**src/rtl/non_hwt_pkg.sv**
```systemverilog
// non_hwt_pkg: shared types, vector-to-pin mapping and golden function for the non_hwt self-test
package non_hwt_pkg;
  typedef enum logic [1:0] {IDLE, APPLY, CHECK, DONE} state_t;
  localparam int NUM_VEC = 16;
  localparam int POS_A = 3;
  localparam int POS_B = 2;
  localparam int POS_C = 1;
  localparam int POS_D = 0;
  function automatic logic golden_y(input logic [3:0] vec);
    return vec[POS_D] & ((vec[POS_A] & vec[POS_B]) | vec[POS_C]);
  endfunction
endpackage

```
**src/rtl/non_hwt_scan_ctrl_if.sv**
```systemverilog
// non_hwt_scan_ctrl_if: control/status and cell-pin bundle between tester, controller and cell
interface non_hwt_scan_ctrl_if;
  logic start, abort;
  logic dut_a, dut_b, dut_c, dut_d, dut_y;
  logic busy, done, pass, fail_valid;
  logic [4:0] err_cnt;
  logic [3:0] first_fail_vec;
  modport master (output start, abort, dut_y,
                  input dut_a, dut_b, dut_c, dut_d, busy, done, pass, fail_valid, err_cnt, first_fail_vec);
  modport slave (input start, abort, dut_y,
                 output dut_a, dut_b, dut_c, dut_d, busy, done, pass, fail_valid, err_cnt, first_fail_vec);
endinterface

```
**src/rtl/non_hwt_scan_ctrl.sv**
```systemverilog
// non_hwt_scan_ctrl: walks all 16 vectors through the non_hwt cell and tallies mismatches against golden Y
module non_hwt_scan_ctrl
  import non_hwt_pkg::*;
#(
  parameter int SETTLE = 2
) (
  input logic clk,
  input logic rst,
  non_hwt_scan_ctrl_if.slave bus
);
  state_t state;
  logic [3:0] vec, cnt, pins;
  logic mism;
  assign mism = bus.dut_y != golden_y(vec);
  assign bus.dut_a = pins[POS_A];
  assign bus.dut_b = pins[POS_B];
  assign bus.dut_c = pins[POS_C];
  assign bus.dut_d = pins[POS_D];
  always_ff @(posedge clk) begin
    if (rst) begin
      state <= IDLE;
      vec <= '0;
      cnt <= '0;
      pins <= '0;
      bus.busy <= 1'b0;
      bus.done <= 1'b0;
      bus.pass <= 1'b0;
      bus.err_cnt <= '0;
      bus.fail_valid <= 1'b0;
      bus.first_fail_vec <= '0;
    end else if (bus.abort) begin
      // partial results stay visible for diagnosis
      state <= IDLE;
      pins <= '0;
      bus.busy <= 1'b0;
      bus.done <= 1'b0;
      bus.pass <= 1'b0;
    end else begin
      case (state)
        IDLE: begin
          bus.done <= 1'b0;
          if (bus.start) begin
            state <= APPLY;
            vec <= '0;
            cnt <= '0;
            pins <= '0;
            bus.busy <= 1'b1;
            bus.pass <= 1'b0;
            bus.err_cnt <= '0;
            bus.fail_valid <= 1'b0;
            bus.first_fail_vec <= '0;
          end
        end
        APPLY: begin
          state <= cnt == 4'(SETTLE - 1) ? CHECK : APPLY;
          cnt <= cnt == 4'(SETTLE - 1) ? '0 : cnt + 4'd1;
        end
        CHECK: begin
          if (mism) begin
            bus.err_cnt <= bus.err_cnt + 5'd1;
            if (!bus.fail_valid) begin
              bus.fail_valid <= 1'b1;
              bus.first_fail_vec <= vec;
            end
          end
          if (vec == 4'(NUM_VEC - 1)) begin
            state <= DONE;
            pins <= '0;
            bus.busy <= 1'b0;
            bus.done <= 1'b1;
            bus.pass <= bus.err_cnt == '0 && !mism;
          end else begin
            state <= APPLY;
            vec <= vec + 4'd1;
            pins <= vec + 4'd1;
          end
        end
        default: begin
          state <= IDLE;
          bus.done <= 1'b0;
        end
      endcase
    end
  end
endmodule

```
**src/flat_wrapper.sv**
```systemverilog
// flat-port wrapper written by rule: the top's interface ports become plain ports
module non_hwt_scan_ctrl_flat import non_hwt_pkg::*;
#(
  parameter int SETTLE = 2
)
  (clk, rst, bus_start, bus_abort, bus_dut_y, bus_dut_a, bus_dut_b, bus_dut_c, bus_dut_d, bus_busy, bus_done, bus_pass, bus_fail_valid, bus_err_cnt, bus_first_fail_vec);
  non_hwt_scan_ctrl_if bus_i ();
  input logic clk;
  input logic rst;
  input wire logic [$bits(bus_i.start)-1:0] bus_start;
  input wire logic [$bits(bus_i.abort)-1:0] bus_abort;
  input wire logic [$bits(bus_i.dut_y)-1:0] bus_dut_y;
  output wire logic [$bits(bus_i.dut_a)-1:0] bus_dut_a;
  output wire logic [$bits(bus_i.dut_b)-1:0] bus_dut_b;
  output wire logic [$bits(bus_i.dut_c)-1:0] bus_dut_c;
  output wire logic [$bits(bus_i.dut_d)-1:0] bus_dut_d;
  output wire logic [$bits(bus_i.busy)-1:0] bus_busy;
  output wire logic [$bits(bus_i.done)-1:0] bus_done;
  output wire logic [$bits(bus_i.pass)-1:0] bus_pass;
  output wire logic [$bits(bus_i.fail_valid)-1:0] bus_fail_valid;
  output wire logic [$bits(bus_i.err_cnt)-1:0] bus_err_cnt;
  output wire logic [$bits(bus_i.first_fail_vec)-1:0] bus_first_fail_vec;
  assign bus_i.start = bus_start;
  assign bus_i.abort = bus_abort;
  assign bus_i.dut_y = bus_dut_y;
  assign bus_dut_a = bus_i.dut_a;
  assign bus_dut_b = bus_i.dut_b;
  assign bus_dut_c = bus_i.dut_c;
  assign bus_dut_d = bus_i.dut_d;
  assign bus_busy = bus_i.busy;
  assign bus_done = bus_i.done;
  assign bus_pass = bus_i.pass;
  assign bus_fail_valid = bus_i.fail_valid;
  assign bus_err_cnt = bus_i.err_cnt;
  assign bus_first_fail_vec = bus_i.first_fail_vec;
  non_hwt_scan_ctrl #(.SETTLE(SETTLE)) u_core (.clk(clk), .rst(rst), .bus(bus_i));
endmodule
```
**config.mk**
```make
export PLATFORM = sky130hd
export DESIGN_NAME = non_hwt_scan_ctrl_flat
export DESIGN_NICKNAME = d
export VERILOG_FILES = /design/src/rtl/non_hwt_pkg.sv /design/src/rtl/non_hwt_scan_ctrl_if.sv /design/src/rtl/non_hwt_scan_ctrl.sv /design/src/flat_wrapper.sv
export SDC_FILE = /design/constraint.sdc
export NUM_CORES = 1
export LEC_CHECK = 0
export ABC_AREA = 1
export ABC_CLOCK_PERIOD_IN_PS = 2000
export CAP_MARGIN = 25
export CORE_MARGIN = 4
export CORE_UTILIZATION = 50
export DETAILED_ROUTE_END_ITERATION = 10
export DONT_BUFFER_PORTS = 1
export PLACE_DENSITY_LB_ADDON = 0.12
export SETUP_SLACK_MARGIN = 0.15
export SYNTH_ARGS = -nofsm -noshare
export SYNTH_HDL_FRONTEND = slang
export SYNTH_SLANG_ARGS = --single-unit
export TNS_END_PERCENT = 1
```
**constraint.sdc**
```tcl
create_clock -name clk -period 2 [get_ports clk]
set_clock_uncertainty 0.15 [all_clocks]
set_input_delay 0.3 -clock clk [delete_from_list [all_inputs] [get_ports clk]]
set_output_delay 0.3 -clock clk [all_outputs]
set_load 0.1 [all_outputs]
```
==> results of run 1 <==
what timing repair did:
item                       in CTS  in global routing
hold endpoints to repair        8                  1
hold buffers                    1                  1
resized for setup               0                  1
setup endpoints to repair       0                  1
flip-flops by register name, summed over array words and instances (netlist names):
| signal | flops |
|---|---|
| u_core.bus.err_cnt | 5 |
| u_core.bus.first_fail_vec | 4 |
| u_core.cnt | 4 |
| u_core.pins | 4 |
| u_core.vec | 4 |
| u_core.state | 2 |
| u_core.bus.busy | 1 |
| u_core.bus.done | 1 |
| u_core.bus.fail_valid | 1 |
| u_core.bus.pass | 1 |
worst paths after layout:
path	end	slack, ns	depth (start not counted)
setup reg to reg	u_core.bus.done$_SDFFE_PP0P_	0.36	7
setup / recovery	u_core.bus.done$_SDFFE_PP0P_	0.36	7
hold / removal	u_core.pins[3]$_SDFFE_PP0P_	0.02	3
hold reg to reg	u_core.bus.first_fail_vec[0]$_SDFFE_PP0P_	0.34	2
worst max-delay path, delay by kind of cell (launching register included):
| kind | cells | cell delay (ns) |
|---|---|---|
| flops | 1 | 0.42 |
| simple gates | 3 | 0.40 |
| fa+ha+maj | 1 | 0.20 |
| compound gates | 1 | 0.20 |
| buf+inv | 2 | 0.18 |
cells by family (layout without fill, tap and decap cells):
logic type | Yosys count | count (layout) | share of synthesized area [%]
and+or+nand+nor | 108 | 108 | 36.8
buffers and inverters | 33 | 53 | 10.1
xor gates and xnor gates | 2 | 2 | 1.23
adders and majority gates | 5 | 5 | 4.37
AOI/OAI and AO/OA | 23 | 23 | 9.71
DFF | 27 | 27 | 37.8
cell usage in the layout (no fill, tap or decap), drive strengths merged:
| master | instances |
|---|---|
| a211oi | 2 |
| buf | 17 |
| o21ai | 7 |
| nand4 | 9 |
| nand3 | 17 |
| dfxtp | 27 |
| inv | 30 |
| nand2 | 51 |
| clkbuf | 4 |
| xor2 | 2 |
| dlygate4sd3 | 2 |
| a21oi | 14 |
| nor3 | 3 |
| ha | 5 |
| nor2 | 28 |
power groups by stage:
stage | Clock [mW] | Sequential [mW] | Combinational [mW]
4_1_cts | 0.248 | 0.559 | 0.140
3_3_place_gp | 0 | 0.570 | 0.132
6_report | 0.240 | 0.559 | 0.143
2_1_floorplan | 0 | 0.613 | 0.0694
5_1_grt | 0.277 | 0.561 | 0.159
3_5_place_dp | 0 | 0.571 | 0.135
final cells by class:
type | instances | share of cell area (%)
Inverter | 30 | 7.11
Multi-Input combinational cell | 138 | 46.1
Clock buffer | 4 | 1.62
Tap cell | 31 | 2.40
Sequential cell | 27 | 33.7
Timing Repair Buffer | 19 | 9.12
per-layer routing:
metal	vias up	track usage [%]	share of wire (%)
li1	672	-	-
met1	579	22.6	44
met4	0	6.67	1.3
met2	31	32.7	49
met5	-	0	0
met3	4	4.61	6.1
metrics by stage:
| stage | utilization [%] | instance area [um2] |
|---|---|---|
| 2_1_floorplan | - | 1430 |
| 3_3_place_gp | 57.5 | 1570 |
| 3_5_place_dp | 57.5 | 1570 |
| 4_1_cts | 58.8 | 1610 |
| 5_1_grt | 59.2 | 1620 |
| 6_report | 59.2 | 1620 |
==> summary.md, run 1 <==
| Metric | Value |
|---|---|
| Worst slew margin | 75.1% |
| Io pins | 22 |
| Post-synth design cell area | 1430 um2 |
| Std cell rows | 19 |
| Hold Startpoint | rst |
| DR vias | 1286 |
| Switch share | between 20% and 30% |
| Setup tns final | 0 ns |
| Syn nets | around 210 |
| Iter 0 DRT Violations | 75 |
| Die Height | roughly 61 um |
| Outcome | finished, final reports clean |
| Number of global-route vias before repair | 1228 |
| Clock latency on the worst-skew pair | 0.33 ns |
| Power per cell area | between 500 and 600 nW/um2 |
| Reg-to-reg startpoint | u_core.vec[0]$_SDFFE_PP0P_ |
| Area of the multi-input gates | 746 um2 |
| Die width | 61.5 um |
| Clk pwr share | 25.5% |
| Post-CTS setup buffers | 0 |
| Post-Syn Area per Cell | 7.22 um2 |
| Ratio of cells with drive above 1 in the final layout | 18.8% |
| Non-filler cells, final | 249 |
| Slack of the critical path | 0.362 ns |
| GR Util All Layers | around a fifth |
| Root Driver | clkbuf_4 |
| Post-Route WL | 3140 um |
| Crit Path Max Fanout | 7 |
| Period utilisation layout | 81.9% |
| Vias per cell | 5.16 |
| Synth area leader | dfxtp_1 |
| CP peak stage delay | 0.42 ns |
| Gate power share | 15.2% |
| Most used DFF post-synth | dfxtp_1 |
| Post-synthesis async set-or-reset flop share | 0% |
| Initial antenna violation count | 0 |
| RSZ-0062 raised after global routing | false |
| Most frequent cells after synthesis | 46 x nand2_1, 27 x dfxtp_1, 27 x inv_1 |
| Largest net degree at the start of global routing | 15 |
| Count of buffers from port buffering | 0 |
| CTS max path bufs | 2 |
| Maxcap violations | 0 |
| Slowest cell on crit path | dfxtp_2 |
| Sinks on Clock Net | 27 |
| Syn-to-layout area delta | 13.2% |
| Switch Pwr | 0.278 mW |
| Post-Syn Instances | 198 |
| VDD IR max | between 0.4 and 0.5 mV |
| ANT cells | 0 |
| Sequential share of power | approximately three fifths |
| CP Data Required Time | 2.09 ns |
| Fillers | 256 |
| FF+latch count, synth | 27 |
| DP Worst Slack | 0.333 ns |
| Worst Tran Pin Value | 0.372 ns |
| Critical Path Source | u_core.vec[0]$_SDFFE_PP0P_ |
| Ys Warns | 0 |
| Fin nets | 229 |
| Final Power | 0.942 mW |
| Setup violations, final | 0 |
| Sequential area share after synthesis | about 38% |
| Clk pin slew, worst setup/hold paths | 0.15 ns |
| Fin. max-slew vios | 0 |
| Register area | 546 um2 |
| Crit path time final | 1.64 ns |
| Grt ovf | 0 |
| Full die area | 3780 um2 |
| TritonRoute pass-1 iters | 4 |
| Crit path DAT | around 1.7 ns |
| Most common cell in the synthesized netlist | nand2_1 |
| Top post-synthesis cells by area | dfxtp_1 38%, nand2_1 12%, inv_1 7.1%, nor2_1 6.8%, nand3_1 4.5% |
| F_max | 611 MHz |
| Wire length per cell | about 13 um |
| H-tree levels | 1 |
| Min-Delay Path Class | primary input to flip-flop |
| Setup CP Type | flip-flop to flip-flop |
| Yosys top cell area share | 37.8% |
| Crit. End Element | flip-flop |
| Post-synth EDFFs | 0 |
| Final hold vios | 0 |
| CTS tree | done |
| Critical path startpoint category | flip-flop |
| Worst Hold Slack | 0.0240 ns |
| Starting Density | about 52% |
| Num CTS Buffers | 3 |
| GP Congestion | slightly above 0.9 |
| Crit-path cells | ha_1 -> inv_1 -> nor2_1 -> nand2_2 -> inv_1 -> nor2_1 -> a211oi_1 |
| HPWL Detailed | 2410 um |
| Final ANT Viol Nets | 0 |
| Core Area | 2730 um2 |
| Dpl cells | 243 |
| Power Internal | 0.664 mW |
| # DRC | 0 |
| Number of distinct library cells after synthesis | 26 |
| P_leak | 0.715 nW |
| First-pass GRT wire length | 5330 um |
(Power assumes the default switching activity.)
==> inputs of run 2 (changes only) <==
--- a/config.mk
+++ b/config.mk
@@ -6,7 +6,7 @@
 export NUM_CORES = 1
 export LEC_CHECK = 0
 export ABC_AREA = 1
-export ABC_CLOCK_PERIOD_IN_PS = 2000
+export ABC_CLOCK_PERIOD_IN_PS = 1400
 export CAP_MARGIN = 25
 export CORE_MARGIN = 4
 export CORE_UTILIZATION = 50
==> constraint.sdc (replaced) <==
create_clock -name clk -period 1.4 [get_ports clk]
set_clock_uncertainty 0.15 [all_clocks]
set_input_delay 0.21 -clock clk [delete_from_list [all_inputs] [get_ports clk]]
set_output_delay 0.21 -clock clk [all_outputs]
set_load 0.1 [all_outputs]
==> run 2 against run 1 <==
The flow now finishes with violations (negative setup slack). Setup slack lost 0.36 ns. Wire length rose by 14%. Count of clock-buffer cells in the layout fell by 1. Clock power grew 42%. Global-route usage is 2.3 points higher. Highest routed layer unchanged. Utilization increased by 14 points. Worst hold slack improved by 0.0074 ns. Combinational power increased by 73%. Fmax grew 17%. Power is 46% higher. Largest cell class unchanged.
==> summary.md, run 2 (same netlist as run 1, synthesis figures left out) <==
| Metric | Value |
|---|---|
| Most frequent cells in the layout | 41 x nand2_1, 22 x inv_1, 21 x nor2_1, 21 x buf_4, 11 x nand3_1 |
| Clock latency on the worst-skew pair | 0.33 ns (about the same) |
| Wire length per cell | 13.5 um (+7.0%) |
| Outcome | finished, violations left |
| Initial antenna violation count | 0 (unchanged) |
| Min-Delay Path Class | primary input to flip-flop |
| Critical path startpoint category | flip-flop |
| Switch Pwr | 0.420 mW (+51%) |
| Max FFs per register | 5 (unchanged) |
| First-pass GRT wire length | 5980 um (+12%) |
| Worst Hold Slack | 0.0314 ns (+0.00736 ns) |
| Worst path bufs/invs | 2 (unchanged) |
| Die Height | 61.5 um (unchanged) |
| DR vias | 1422 (+11%) |
| Power per cell area | 690 nW/um2 (+19%) |
| GR Util All Layers | 21.2% (+2.3 points) |
| Commonest non-fill, non-tap cell in the layout | nand2_1 |
| P_leak | 0.839 nW (+17%) |
| H-tree levels | 1 (unchanged) |
| Fin. max-slew vios | 0 (unchanged) |
| Most frequent CP cell | inv_2 |
| Die width | 61.5 um (unchanged) |
| TritonRoute pass-1 iters | 5 (+1) |
| Period utilisation layout | 100% (+18 points) |
| Dpl cells | 251 (+3.3%) |
| Number of global-route vias before repair | 1347 (+9.7%) |
| CP peak stage delay | 0.41 ns (about the same) |
| ANT cells | 0 (unchanged) |
| Crit. End Element | flip-flop |
| RSZ-0062 raised after global routing | true |
| Clk pin slew, worst setup/hold paths | 0.15 ns (about the same) |
| Starting Density | 52.3% (unchanged) |
| Vias per cell | 5.35 (+3.5%) |
| Crit path DAT | 1.51 ns (-0.22 ns) |
| Ratio of cells with drive above 1 in the final layout | 40.0% (+21 points) |
| Power Internal | 0.956 mW (+44%) |
| F_max | 714 MHz (+17%) |
| Worst slew margin | 72.5% (-2.6 points) |
| Crit Path Max Fanout | 3 (-4) |
| Top delay family on crit path | flip-flops |
| Switch share | 30.5% (+1.0 points) |
| Full die area | 3780 um2 (unchanged) |
| Post-Route WL | 3600 um (+14%) |
| Worst Tran Pin Value | 0.412 ns (+0.0393 ns) |
| Final ANT Viol Nets | 0 (unchanged) |
| Sequential share of power | 57.3% (-2.0 points) |
| CTS tree | done |
| CP Data Required Time | 1.51 ns (-0.58 ns) |
| Slowest cell on crit path | dfxtp_4 |
| Grt ovf | 0 (unchanged) |
| Crit-path cells | ha_4 -> inv_2 -> nor2_4 -> nand2_4 -> inv_2 -> nand4_1 -> a21oi_2 |
| Register area | 587 um2 (+7.6%) |
| Failing checks | negative setup slack |
| Maxcap violations | 0 (unchanged) |
| Iter 0 DRT Violations | 97 (+29%) |
| Fin nets | 246 (+7.4%) |
| Final Power | 1.38 mW (+46%) |
| Final hold vios | 0 (unchanged) |
| Area of the multi-input gates | 880 um2 (+18%) |
| HPWL Detailed | 2440 um (+1.0%) |
| Largest net degree at the start of global routing | 16 (+1) |
| Clk pwr share | 24.7% (-0.8 points) |
| Slack of the critical path | -0.0000951 ns (-0.362 ns) |
| Root Driver | clkbuf_4 |
| Count of buffers from port buffering | 0 (unchanged) |
| Biggest register | u_core.bus.err_cnt |
| Setup CP Type | flip-flop to flip-flop |
| Crit path time final | 1.40 ns (-0.238 ns) |
| Fillers | 195 (-24%) |
| VDD IR max | 0.596 mV (+34%) |
| Sinks on Clock Net | 27 (unchanged) |
| Num CTS Buffers | 3 (unchanged) |
| Syn-to-layout area delta | 39.4% |
| GP Congestion | 0.921 (+1.7%) |
| CTS max path bufs | 2 (unchanged) |
| # DRC | 0 (unchanged) |
| Io pins | 22 (unchanged) |
| Setup violations, final | 1 (+1) |
| Non-filler cells, final | 266 (+6.8%) |
| Core Area | 2730 um2 (unchanged) |
| Gate power share | 18.0% (+2.8 points) |
| Std cell rows | 19 (unchanged) |
-- run 2: cell types whose count changed in the layout (fill, tap and decap cells not counted), sizes merged --
cell / before / now
dlygate4sd3: 2 / 6
buf: 17 / 30
clkinv: 0 / 1
clkbuf: 4 / 3
-- run 2: worst register-to-register path: cells and delay by family (launching register included) --
family / cells / cell delay [ns]
compound gates: 1 / 0.17
simple gates: 3 / 0.34
fa+ha+maj: 1 / 0.14
buf+inv: 2 / 0.12
flops: 1 / 0.41
-- run 2: worst paths after layout --
check / end / cells after the start / slack [ns] / startpoint
worst min register to register: u_core.pins[1]$_SDFFE_PP0P_ / 2 / 0.33 / u_core.pins[1]$_SDFFE_PP0P_
worst max register to register: u_core.bus.pass$_SDFFE_PP0P_ / 7 / -0.0001 / u_core.vec[1]$_SDFFE_PP0P_
worst min-delay path: u_core.state[0]$_SDFFE_PP0P_ / 4 / 0.03 / bus_start
worst max-delay path: u_core.bus.pass$_SDFFE_PP0P_ / 7 / -0.0001 / u_core.vec[1]$_SDFFE_PP0P_
-- run 2: timing repair --
item | in CTS | in global routing
endpoints found under the hold margin | 14 | 0
resized for setup | 36 | 21
hold buffers | 6 | 0
setup buffers | 4 | 1
pin swaps | 8 | 9
setup endpoints to repair | 43 | 44
-- run 2: cell type report --
type                    instances  share of cell area (%)
clock buffers                   3                    1.13
clock inverters                 1                   0.251
repair buffers                 36                    17.1
multi-input cells             138                    44.1
inverters                      30                    6.03
well taps                      31                    1.95
flip-flops and latches         27                    29.4
-- run 2: per-layer routing --
layer | routed length (um) | vias up | global-route usage, %
li1 | - | 708 | -
met1 | 1500 | 663 | 25.7
met2 | 1830 | 41 | 36.5
met3 | 172 | 10 | 4.19
met4 | 88 | 0 | 8.18
met5 | 0 | - | 0
-- run 2: per-stage QoR --
| step | TNS, ns | util [%] | instance area [um2] | worst slack (ns) |
|---|---|---|---|---|
| floorplan | 0 | - | 1470 | 0.00168 |
| global route | -0.210 | 72.9 | 1990 | -0.0610 |
| CTS | 0 | 71.0 | 1940 | 0.0410 |
| finish | -0.0000951 | 72.9 | 1990 | -0.0000951 |
| detailed placement | -0.680 | 61.9 | 1690 | -0.171 |
| global placement | -0.0234 | 61.9 | 1690 | -0.0234 |
-- run 2: power groups by stage --
stage | registers (mW) | logic [mW] | clock network (mW)
2_1_floorplan | 0.870 | 0.0990 | 0
3_3_place_gp | 0.807 | 0.196 | 0
3_5_place_dp | 0.808 | 0.200 | 0
4_1_cts | 0.790 | 0.235 | 0.354
5_1_grt | 0.791 | 0.268 | 0.401
6_report | 0.789 | 0.247 | 0.340
